[config.mk]
export PLATFORM = sky130hd
export DESIGN_NAME = load
export DESIGN_NICKNAME = d
export VERILOG_FILES = /design/src/rtl/fpu_pkg.sv /design/src/rtl/load.sv
export SDC_FILE = /design/constraint.sdc
export NUM_CORES = 1
export LEC_CHECK = 0
export CORE_ASPECT_RATIO = 0.75
export CORE_MARGIN = 5
export CORE_UTILIZATION = 46
export DETAILED_ROUTE_END_ITERATION = 8
export GPL_ROUTABILITY_DRIVEN = 0
export PLACE_DENSITY = 0.88
export SLEW_MARGIN = 0
export SYNTH_ARGS = -nofsm -noshare
export SYNTH_HDL_FRONTEND = slang
export SYNTH_SLANG_ARGS = --single-unit
[constraint.sdc]
create_clock -name clk -period 3.65 [get_ports clk]
set_input_delay 0.5475 -clock clk [delete_from_list [all_inputs] [get_ports clk]]
set_output_delay 0.5475 -clock clk [all_outputs]
set_load 0.005 [all_outputs]
[src/rtl/fpu_pkg.sv]
// Shared definitions for the floating-point co-processor datapath blocks.
package fpu_pkg;

    localparam int unsigned FPU_ADDR_W     = 8;
    localparam int unsigned FPU_DATA_W     = 32;
    localparam int unsigned FPU_SEL_W      = 4;
    localparam int unsigned MAX_RD_LATENCY = 7;

    typedef enum logic [2:0] {
        IDLE,
        ISSUE,
        WAIT,
        CAPTURE,
        WRITE
    } load_state_t;

endpackage

[src/rtl/load.sv]
// Load unit: reads one word from the operand SRAM and writes it into the
// selected register-file entry, then pulses done. Every output is either a
// register or a decode of the state register.
module load
    import fpu_pkg::*;
#(
    parameter int unsigned ADDR_W     = FPU_ADDR_W,
    parameter int unsigned DATA_W     = FPU_DATA_W,
    parameter int unsigned SEL_W      = FPU_SEL_W,
    parameter int unsigned RD_LATENCY = 2
) (
    input  logic              clk,
    input  logic              nRst,
    input  logic              en,
    input  logic [ADDR_W-1:0] sram_addr,
    input  logic [SEL_W-1:0]  dest_sel,
    input  logic [DATA_W-1:0] sram_rdata,
    output logic [ADDR_W-1:0] out_addr,
    output logic              r_en,
    output logic [DATA_W-1:0] reg_data,
    output logic [SEL_W-1:0]  reg_sel,
    output logic              reg_w_en,
    output logic              done,
    output logic              busy
);

    if (RD_LATENCY < 1 || RD_LATENCY > MAX_RD_LATENCY) begin : g_bad_latency
        $error("load: RD_LATENCY must be in 1..%0d", MAX_RD_LATENCY);
    end

    // WAIT covers RD_LATENCY-1 cycles so that CAPTURE lands RD_LATENCY
    // cycles after ISSUE.
    localparam logic [2:0] CNT_INIT = 3'(RD_LATENCY - 1);

    load_state_t       state_q, state_d;
    logic [2:0]        cnt_q, cnt_d;
    logic [ADDR_W-1:0] addr_q, addr_d;
    logic [SEL_W-1:0]  sel_q, sel_d;
    logic [DATA_W-1:0] data_q, data_d;
    logic [SEL_W-1:0]  reg_sel_q, reg_sel_d;

    // State and datapath registers; async reset clears everything.
    always_ff @(posedge clk or negedge nRst) begin
        if (!nRst) begin
            state_q   <= IDLE;
            cnt_q     <= '0;
            addr_q    <= '0;
            sel_q     <= '0;
            data_q    <= '0;
            reg_sel_q <= '0;
        end else begin
            state_q   <= state_d;
            cnt_q     <= cnt_d;
            addr_q    <= addr_d;
            sel_q     <= sel_d;
            data_q    <= data_d;
            reg_sel_q <= reg_sel_d;
        end
    end

    // Next-state and register-update logic.
    always_comb begin
        state_d   = state_q;
        cnt_d     = cnt_q;
        addr_d    = addr_q;
        sel_d     = sel_q;
        data_d    = data_q;
        reg_sel_d = reg_sel_q;
        case (state_q)
            IDLE: begin
                if (en) begin
                    addr_d  = sram_addr;
                    sel_d   = dest_sel;
                    state_d = ISSUE;
                end
            end
            ISSUE: begin
                if (RD_LATENCY > 1) begin
                    cnt_d   = CNT_INIT;
                    state_d = WAIT;
                end else begin
                    state_d = CAPTURE;
                end
            end
            WAIT: begin
                cnt_d = cnt_q - 3'd1;
                if (cnt_q == 3'd1) begin
                    state_d = CAPTURE;
                end
            end
            CAPTURE: begin
                // reg_sel is updated together with the data so both outputs
                // change only when the write is presented.
                data_d    = sram_rdata;
                reg_sel_d = sel_q;
                state_d   = WRITE;
            end
            WRITE: begin
                state_d = IDLE;
            end
            default: begin
                state_d = IDLE;
            end
        endcase
    end

    // Outputs decoded from state or taken straight from registers.
    always_comb begin
        out_addr = addr_q;
        reg_data = data_q;
        reg_sel  = reg_sel_q;
        r_en     = (state_q == ISSUE);
        reg_w_en = (state_q == WRITE);
        done     = (state_q == WRITE);
        busy     = (state_q != IDLE);
    end

endmodule

==> results of run 1 <==
[area by class of cell]
cell class              count  area, sq um  share of cell area [%]
clock buffers               7         86.3                    2.58
well taps                  60         75.1                    2.24
flip-flops and latches     54         1350                    40.3
clock inverters             1         5.00                   0.149
repair buffers             96          951                    28.4
inverters                   5         18.8                   0.560
multi-input cells          72          863                    25.8
[per-stage QoR]
step | util (%) | setup WS [ns] | area [sq um] | std cells
2_1_floorplan | - | 2.07 | 2320 | 140
3_3_place_gp | 66.5 | 1.58 | 3260 | 287
3_5_place_dp | 66.5 | 1.48 | 3260 | 287
4_1_cts | 68.4 | 1.34 | 3350 | 295
5_1_grt | 68.4 | 1.30 | 3350 | 295
6_report | 68.4 | 1.36 | 3350 | 295
[cell usage after synthesis (all sizes together), types with 2 or more instances]
cell type / count
a21oi: 6
and3b: 2
buf: 8
dfrtp: 54
ha: 2
inv: 5
mux2: 48
nor2: 2
nor3b: 3
o21ai: 2
[cells by family (layout without fill, tap and decap cells)]
group                    after synthesis  count (layout)  synth area share, %
AND/OR/NAND/NOR                       11              11                 3.77
flip-flops                            54              54                 58.2
adder cells (fa/ha/maj)                2               2                 1.08
multiplexers                          48              48                 29.6
XOR/XNOR                               1               1                0.377
AO/OA/AOI/OAI                         10              10                 2.37
buffers and inverters                 14             109                 4.63
[power by group through the flow]
stage | Clock (uW) | Combinational [uW] | Sequential [uW]
after CTS | 349 | 1410 | 1120
final | 336 | 1380 | 1110
after floorplan | 0 | 756 | 1080
after global routing | 367 | 1470 | 1160
after detailed placement | 0 | 1400 | 1110
after global placement | 0 | 1360 | 1110
[per-layer routing]
metal,GRT usage (%),vias to the layer above
met1,20.9,676
met3,6.09,8
met2,23.1,76
met5,0,-
li1,-,669
met4,5.44,0
[registers in the layout (all words and copies together) (netlist names)]
name	cells
out_addr	8
state_q	3
sel_q	4
reg_data	32
reg_sel	4
cnt_q	3
[final timing paths]
| path | from | to | slack (ns) |
|---|---|---|---|
| max in group asynchronous | nRst | state_q[1] | 2.49 |
| hold / removal | nRst | cnt_q[2] | 0.45 |
| setup / recovery | state_q[0] | busy | 1.36 |
| setup reg to reg | state_q[2] | reg_data[28] | 1.49 |
| min in group clk | reg_data[26] | reg_data[26] | 0.51 |
| hold reg to reg | reg_data[26] | reg_data[26] | 0.51 |
[worst max-delay path: cells and delay by family, from the launching register on]
family                 cells  cell delay (ns)
buffers and inverters      1             0.46
and+or+nand+nor            1             0.47
DFF                        1             0.52
==> summary.txt, run 1 <==
Floorplan
  – # IOs: 95
  – Die area: 0.00658 sq mm
  – Row count: 22
  – Die height: approximately 72 um
  – Placeable core region: ~0.0049 sq mm
  – Initial Util: a little under half
  – Chip Width: between 90 and 100 um

Yosys
  – EDFF count, synth: 0
  – Main flop type after synthesis: dfrtp_1
  – FF+latch count, synth: 54
  – Dominant cell type by area after synthesis: dfrtp_1
  – Top-area cell type share of the netlist area: about three fifths
  – Post-synth cell types: 23
  – Post-Syn Area: roughly 0.0023 sq mm
  – Synth top area cells: dfrtp_1 (58%), mux2_4 (25%), mux2_2 (4.4%)
  – Async set-reset flop share out of synthesis: 100%
  – Avg Synthesized Cell Area: around 17 sq um
  – Warnings from Yosys: 0
  – Gate Count Post-Synth: 140
  – Syn Nets: ~190
  – Seq/Total Area, Yosys: between 50% and 60%

Routing
  – Final ANT Viol Nets: 0
  – # DRC: 0
  – Drt pass-1 iters: 4
  – DR WL/cell: 16.7 um
  – Via count: between 1,000 and 1,500
  – DRT Wirelength: 4.93 mm
  – Top Layer Used: met4
  – Routed length on met2: around 2.1 mm
  – DR WL met3: between 400 and 500 um
  – First DRT Iteration DRCs: 70
  – Vias per inst: about 4.8
  – Met1 wire length: around 2.3 mm

STA
  – Slew margin rel.: about a quarter
  – Setup tns final: 0 ns
  – Period utilization: approximately 63%
  – RSZ-0062 raised after global routing: no
  – Slew Viols, Final: 0
  – Setup violators final: 0
  – Measured slew at the worst slew-check pin: roughly 1.1 ns
  – Clock Skew: slightly above 0.009 ns
  – Min Clock Period, post-route: ~2.3 ns
  – Final hold violation count: 0
  – F_max: between 0.4 and 0.5 GHz
  – Fin Hold WS: around 0.45 ns

Status
  – Outcome: finished clean

Global routing
  – Largest net degree at the start of global routing: 54
  – Via count of the first global-routing pass: around 1,500
  – GRT overflow: 0
  – First-pass GRT wire length: between 7 and 8 mm
  – Initial antenna violation count: 0
  – GRT Overall Usage: 15.6%

Finish
  – Total of fill cells in the finished design: approximately 370
  – Fin nets: approximately 280
  – Share of cells above drive strength 1: 25.5%
  – Most common library cell in the layout ignoring fill and taps: clkdlybuf4s50_1
  – Synth-to-layout area growth: 44.3%
  – # diodes: 0
  – Most frequent cells in the layout: clkdlybuf4s50_1 (93), dfrtp_1 (54), mux2_4 (39)

Worst setup path
  – WP data arrival: 1.75 ns
  – Crit. End Element: output pin
  – Crit-path max FO: 12
  – R2R cell count: 3
  – Worst path cell trace: or3_4 -> clkdlybuf4s50_1
  – WS Path Type: reg -> out
  – CP required: roughly 3.1 ns
  – Startpoint Class: flip-flop
  – Max incr delay on CP: 0.52 ns
  – Worst path slowest cell: dfrtp_1

Power
  – Sw Ratio: 27.6%
  – Net Sw Power: approximately 780 uW
  – Total chip power: ~2800 uW
  – P_int: between 2000 and 2500 uW
  – Combinational power share: 48.8%
  – Leak pwr: between 0.0015 and 0.002 uW
  – Clock power frac: between 10% and 20%
  – Pwr Density: 843 mW/mm^2
  – VDD IR-drop max: between 300 and 400 uV
  – Sequential share of power: between 30% and 40%

Place
  – Post-DP HPWL: around 3.6 mm
  – Buffers on Ports: 94

Clock tree
  – Clock-pin slew on the worst setup and hold paths: about 0.090 ns
  – CTS Root Cell: clkbuf_8
  – Num CTS Buffers: 5
  – CTS Sinks: between 50 and 60
  – CTS tree: done
  – Clock Path Buffers: 2
  – Number of setup buffers added after CTS: 0
  – Worst skew pair latency: roughly 0.3 ns
  – CTS Hold Buffers Added: 0
  – H-tree levels: 2
  – Post-CTS sizing: 0

Run
  – Max cap viols: 0

Hold path
  – Hold Path Class: in -> async
No activity file was read; power rests on OpenSTA's default activity.
==> run 2, diff against run 1 <==
CORE_UTILIZATION = 43   (was 46)
PLACE_DENSITY = 0.83   (was 0.88)
clock period = 2.3 ns   (was 3.65 ns; I/O delays follow)
==> summary.txt, run 2 (synthesis gave the netlist of run 1 again) <==
Status
  – Outcome: finished clean

Routing
  – DR WL/cell: 16.5 um (-1.1%)
  – DRT Wirelength: 5.12 mm (+3.9%)
  – First DRT Iteration DRCs: 57 (-19%)
  – Via count: 1,454 (+1.7%)
  – Final ANT Viol Nets: 0 (unchanged)
  – # DRC: 0 (unchanged)
  – Drt pass-1 iters: 4 (unchanged)
  – Vias per inst: 4.69 (-3.2%)

Finish
  – Share of cells above drive strength 1: 26.0% (+0.43 points)
  – Most frequent cells in the layout: clkdlybuf4s50_1 (93), dfrtp_1 (54), mux2_4 (39)
  – Fin nets: 283 (unchanged)
  – Max FFs per register: 32 (unchanged)
  – Synth-to-layout area growth: 47.5%
  – # diodes: 0 (unchanged)
  – Final core utilization: 64.7% (-3.7 points)
  – Most common library cell in the layout ignoring fill and taps: clkdlybuf4s50_1

Worst setup path
  – R2R Path Start: state_q[0]
  – CP required: 1.96 ns (-1.14 ns)
  – Startpoint Class: flip-flop
  – Delay-heaviest family, CP: flip-flops
  – WS Path Type: reg -> out
  – R2R cell count: 3 (unchanged)
  – Reg-to-reg slack, setup: 0.43 ns (-1.06 ns)
  – Crit. End Element: output pin
  – WP data arrival: 1.71 ns (-0.04 ns)
  – Worst path cell trace: or3_4 -> clkdlybuf4s50_1
  – Buf/Inv on CP: 1 (unchanged)
  – RR Endpoint: sel_q[0]
  – Worst path slowest cell: dfrtp_1
  – Crit-path max FO: 12 (unchanged)
  – Max incr delay on CP: 0.52 ns (about the same)

Clock tree
  – CTS Root Cell: clkbuf_8
  – Clock Path Buffers: 2 (unchanged)
  – CTS Sinks: 54 (unchanged)
  – Clock-pin slew on the worst setup and hold paths: 0.10 ns (about the same)
  – Post-CTS sizing: 0 (unchanged)
  – CTS tree: done
  – Num CTS Buffers: 5 (unchanged)
  – H-tree levels: 2 (unchanged)
  – CTS Hold Buffers Added: 0 (unchanged)
  – Worst skew pair latency: 0.30 ns (about the same)
  – Number of setup buffers added after CTS: 0 (unchanged)

Place
  – Buffers on Ports: 94 (unchanged)
  – Post-DP HPWL: 3.84 mm (+5.3%)

STA
  – Clock Skew: 0.0132 ns (+0.00416 ns)
  – Final hold violation count: 0 (unchanged)
  – Period utilization: a little under 90%
  – Setup tns final: 0 ns (unchanged)
  – Measured slew at the worst slew-check pin: 0.635 ns (-0.499 ns)
  – RSZ-0062 raised after global routing: no
  – F_max: a little under 0.5 GHz
  – Setup violators final: 0 (unchanged)
  – Min Clock Period, post-route: ~2 ns
  – Slew margin rel.: 57.6% (+33 points)
  – Slew Viols, Final: 0 (unchanged)
  – Fin Hold WS: 0.0531 ns (-0.400 ns)

Floorplan
  – Die area: 0.00699 sq mm (+6.1%)
  – # IOs: 95 (unchanged)
  – Die height: 73.6 um (+2.9%)
  – Initial Util: 43.9% (-3.5 points)
  – Chip Width: 94.9 um (+3.1%)
  – Row count: 23 (+4.5%)
  – Placeable core region: 0.00530 sq mm (+8.1%)

Power
  – Clock power frac: 14.2% (+2.3 points)
  – Leak pwr: 0.00155 uW (+1.6%)
  – Combinational power share: 48.0% (-0.8 points)
  – Net Sw Power: 1260 uW (+61%)
  – Sw Ratio: 27.1% (-0.46 points)
  – VDD IR-drop max: 562 uV (+51%)
  – Sequential share of power: 37.8% (-1.5 points)
  – Pwr Density: 1350 mW/mm^2 (+60%)
  – P_int: 3380 uW (+65%)
  – Total chip power: 4630 uW (+64%)

Global routing
  – Initial antenna violation count: 0 (unchanged)
  – GRT Overall Usage: 15.0% (-0.57 points)
  – First-pass GRT wire length: 8.02 mm (+1.8%)
  – Largest net degree at the start of global routing: 38 (-30%)
  – GRT overflow: 0 (unchanged)
  – Via count of the first global-routing pass: 1,540 (+1.3%)

Run
  – Max cap viols: 0 (unchanged)

Hold path
  – Hold Path Class: in -> async
[run 2: changes by cell type in the layout (fill, tap and decap cells not counted)]
cell / previous run / this run
clkinv_2: 1 / 0
buf_12: 0 / 2
clkbuf_1: 1 / 0
bufinv_16: 0 / 1
buf_4: 2 / 0
inv_6: 0 / 1
[run 2: how the worst max path moves through the flow]
| stage | start | end | slack (ns) | depth (start not counted) |
|---|---|---|---|---|
| 2_1_floorplan | state_q[0] | out_addr[0] | 0.83 | 4 |
| 3_3_place_gp | state_q[0] | sel_q[1] | 0.49 | 3 |
| 3_5_place_dp | state_q[0] | sel_q[0] | 0.43 | 3 |
| 4_1_cts | state_q[0] | busy | 0.24 | 2 |
| 5_1_grt | state_q[0] | done | 0.15 | 2 |
| 6_report | state_q[0] | busy | 0.25 | 2 |
[run 2: metal layers]
metal	up-vias	GRT usage (%)	wire [um]	part of all wire [%]
met3	2	4.09	306	6.0
met5	-	0	0	0
li1	671	-	-	-
met4	0	2.88	28	0.55
met1	728	20.4	2310	45
met2	53	24.5	2470	48
[run 2: area by class of cell]
type                    instances  area (sq um)
fillers                       400          1870
inverters                       5          18.8
clock buffers                   6          82.6
well taps                      75          93.8
clock inverters                 2          38.8
flip-flops and latches         54          1350
multi-input cells              72           863
repair buffers                 96           976
[run 2: per-stage QoR]
step	cells	worst slack [ns]	instance area [sq um]
4_1_cts	310	0.235	3420
3_3_place_gp	302	0.493	3300
3_5_place_dp	302	0.429	3300
2_1_floorplan	140	0.830	2320
6_report	310	0.248	3420
5_1_grt	310	0.145	3420
[run 2: worst reg2reg max path, cell delays in order, from the launching register on]
cell and delay [ns]:
dfrtp_1 0.52, or3_4 0.45, nor2_4 0.41, mux2_2 0.40
[run 2: power by group through the flow]
stage | Clock [uW] | Sequential, uW | Combinational, uW
after floorplan | 0 | 1720 | 1200
after global placement | 0 | 1750 | 2200
after detailed placement | 0 | 1760 | 2250
after CTS | 683 | 1750 | 2260
after global routing | 725 | 1820 | 2370
final | 657 | 1750 | 2220
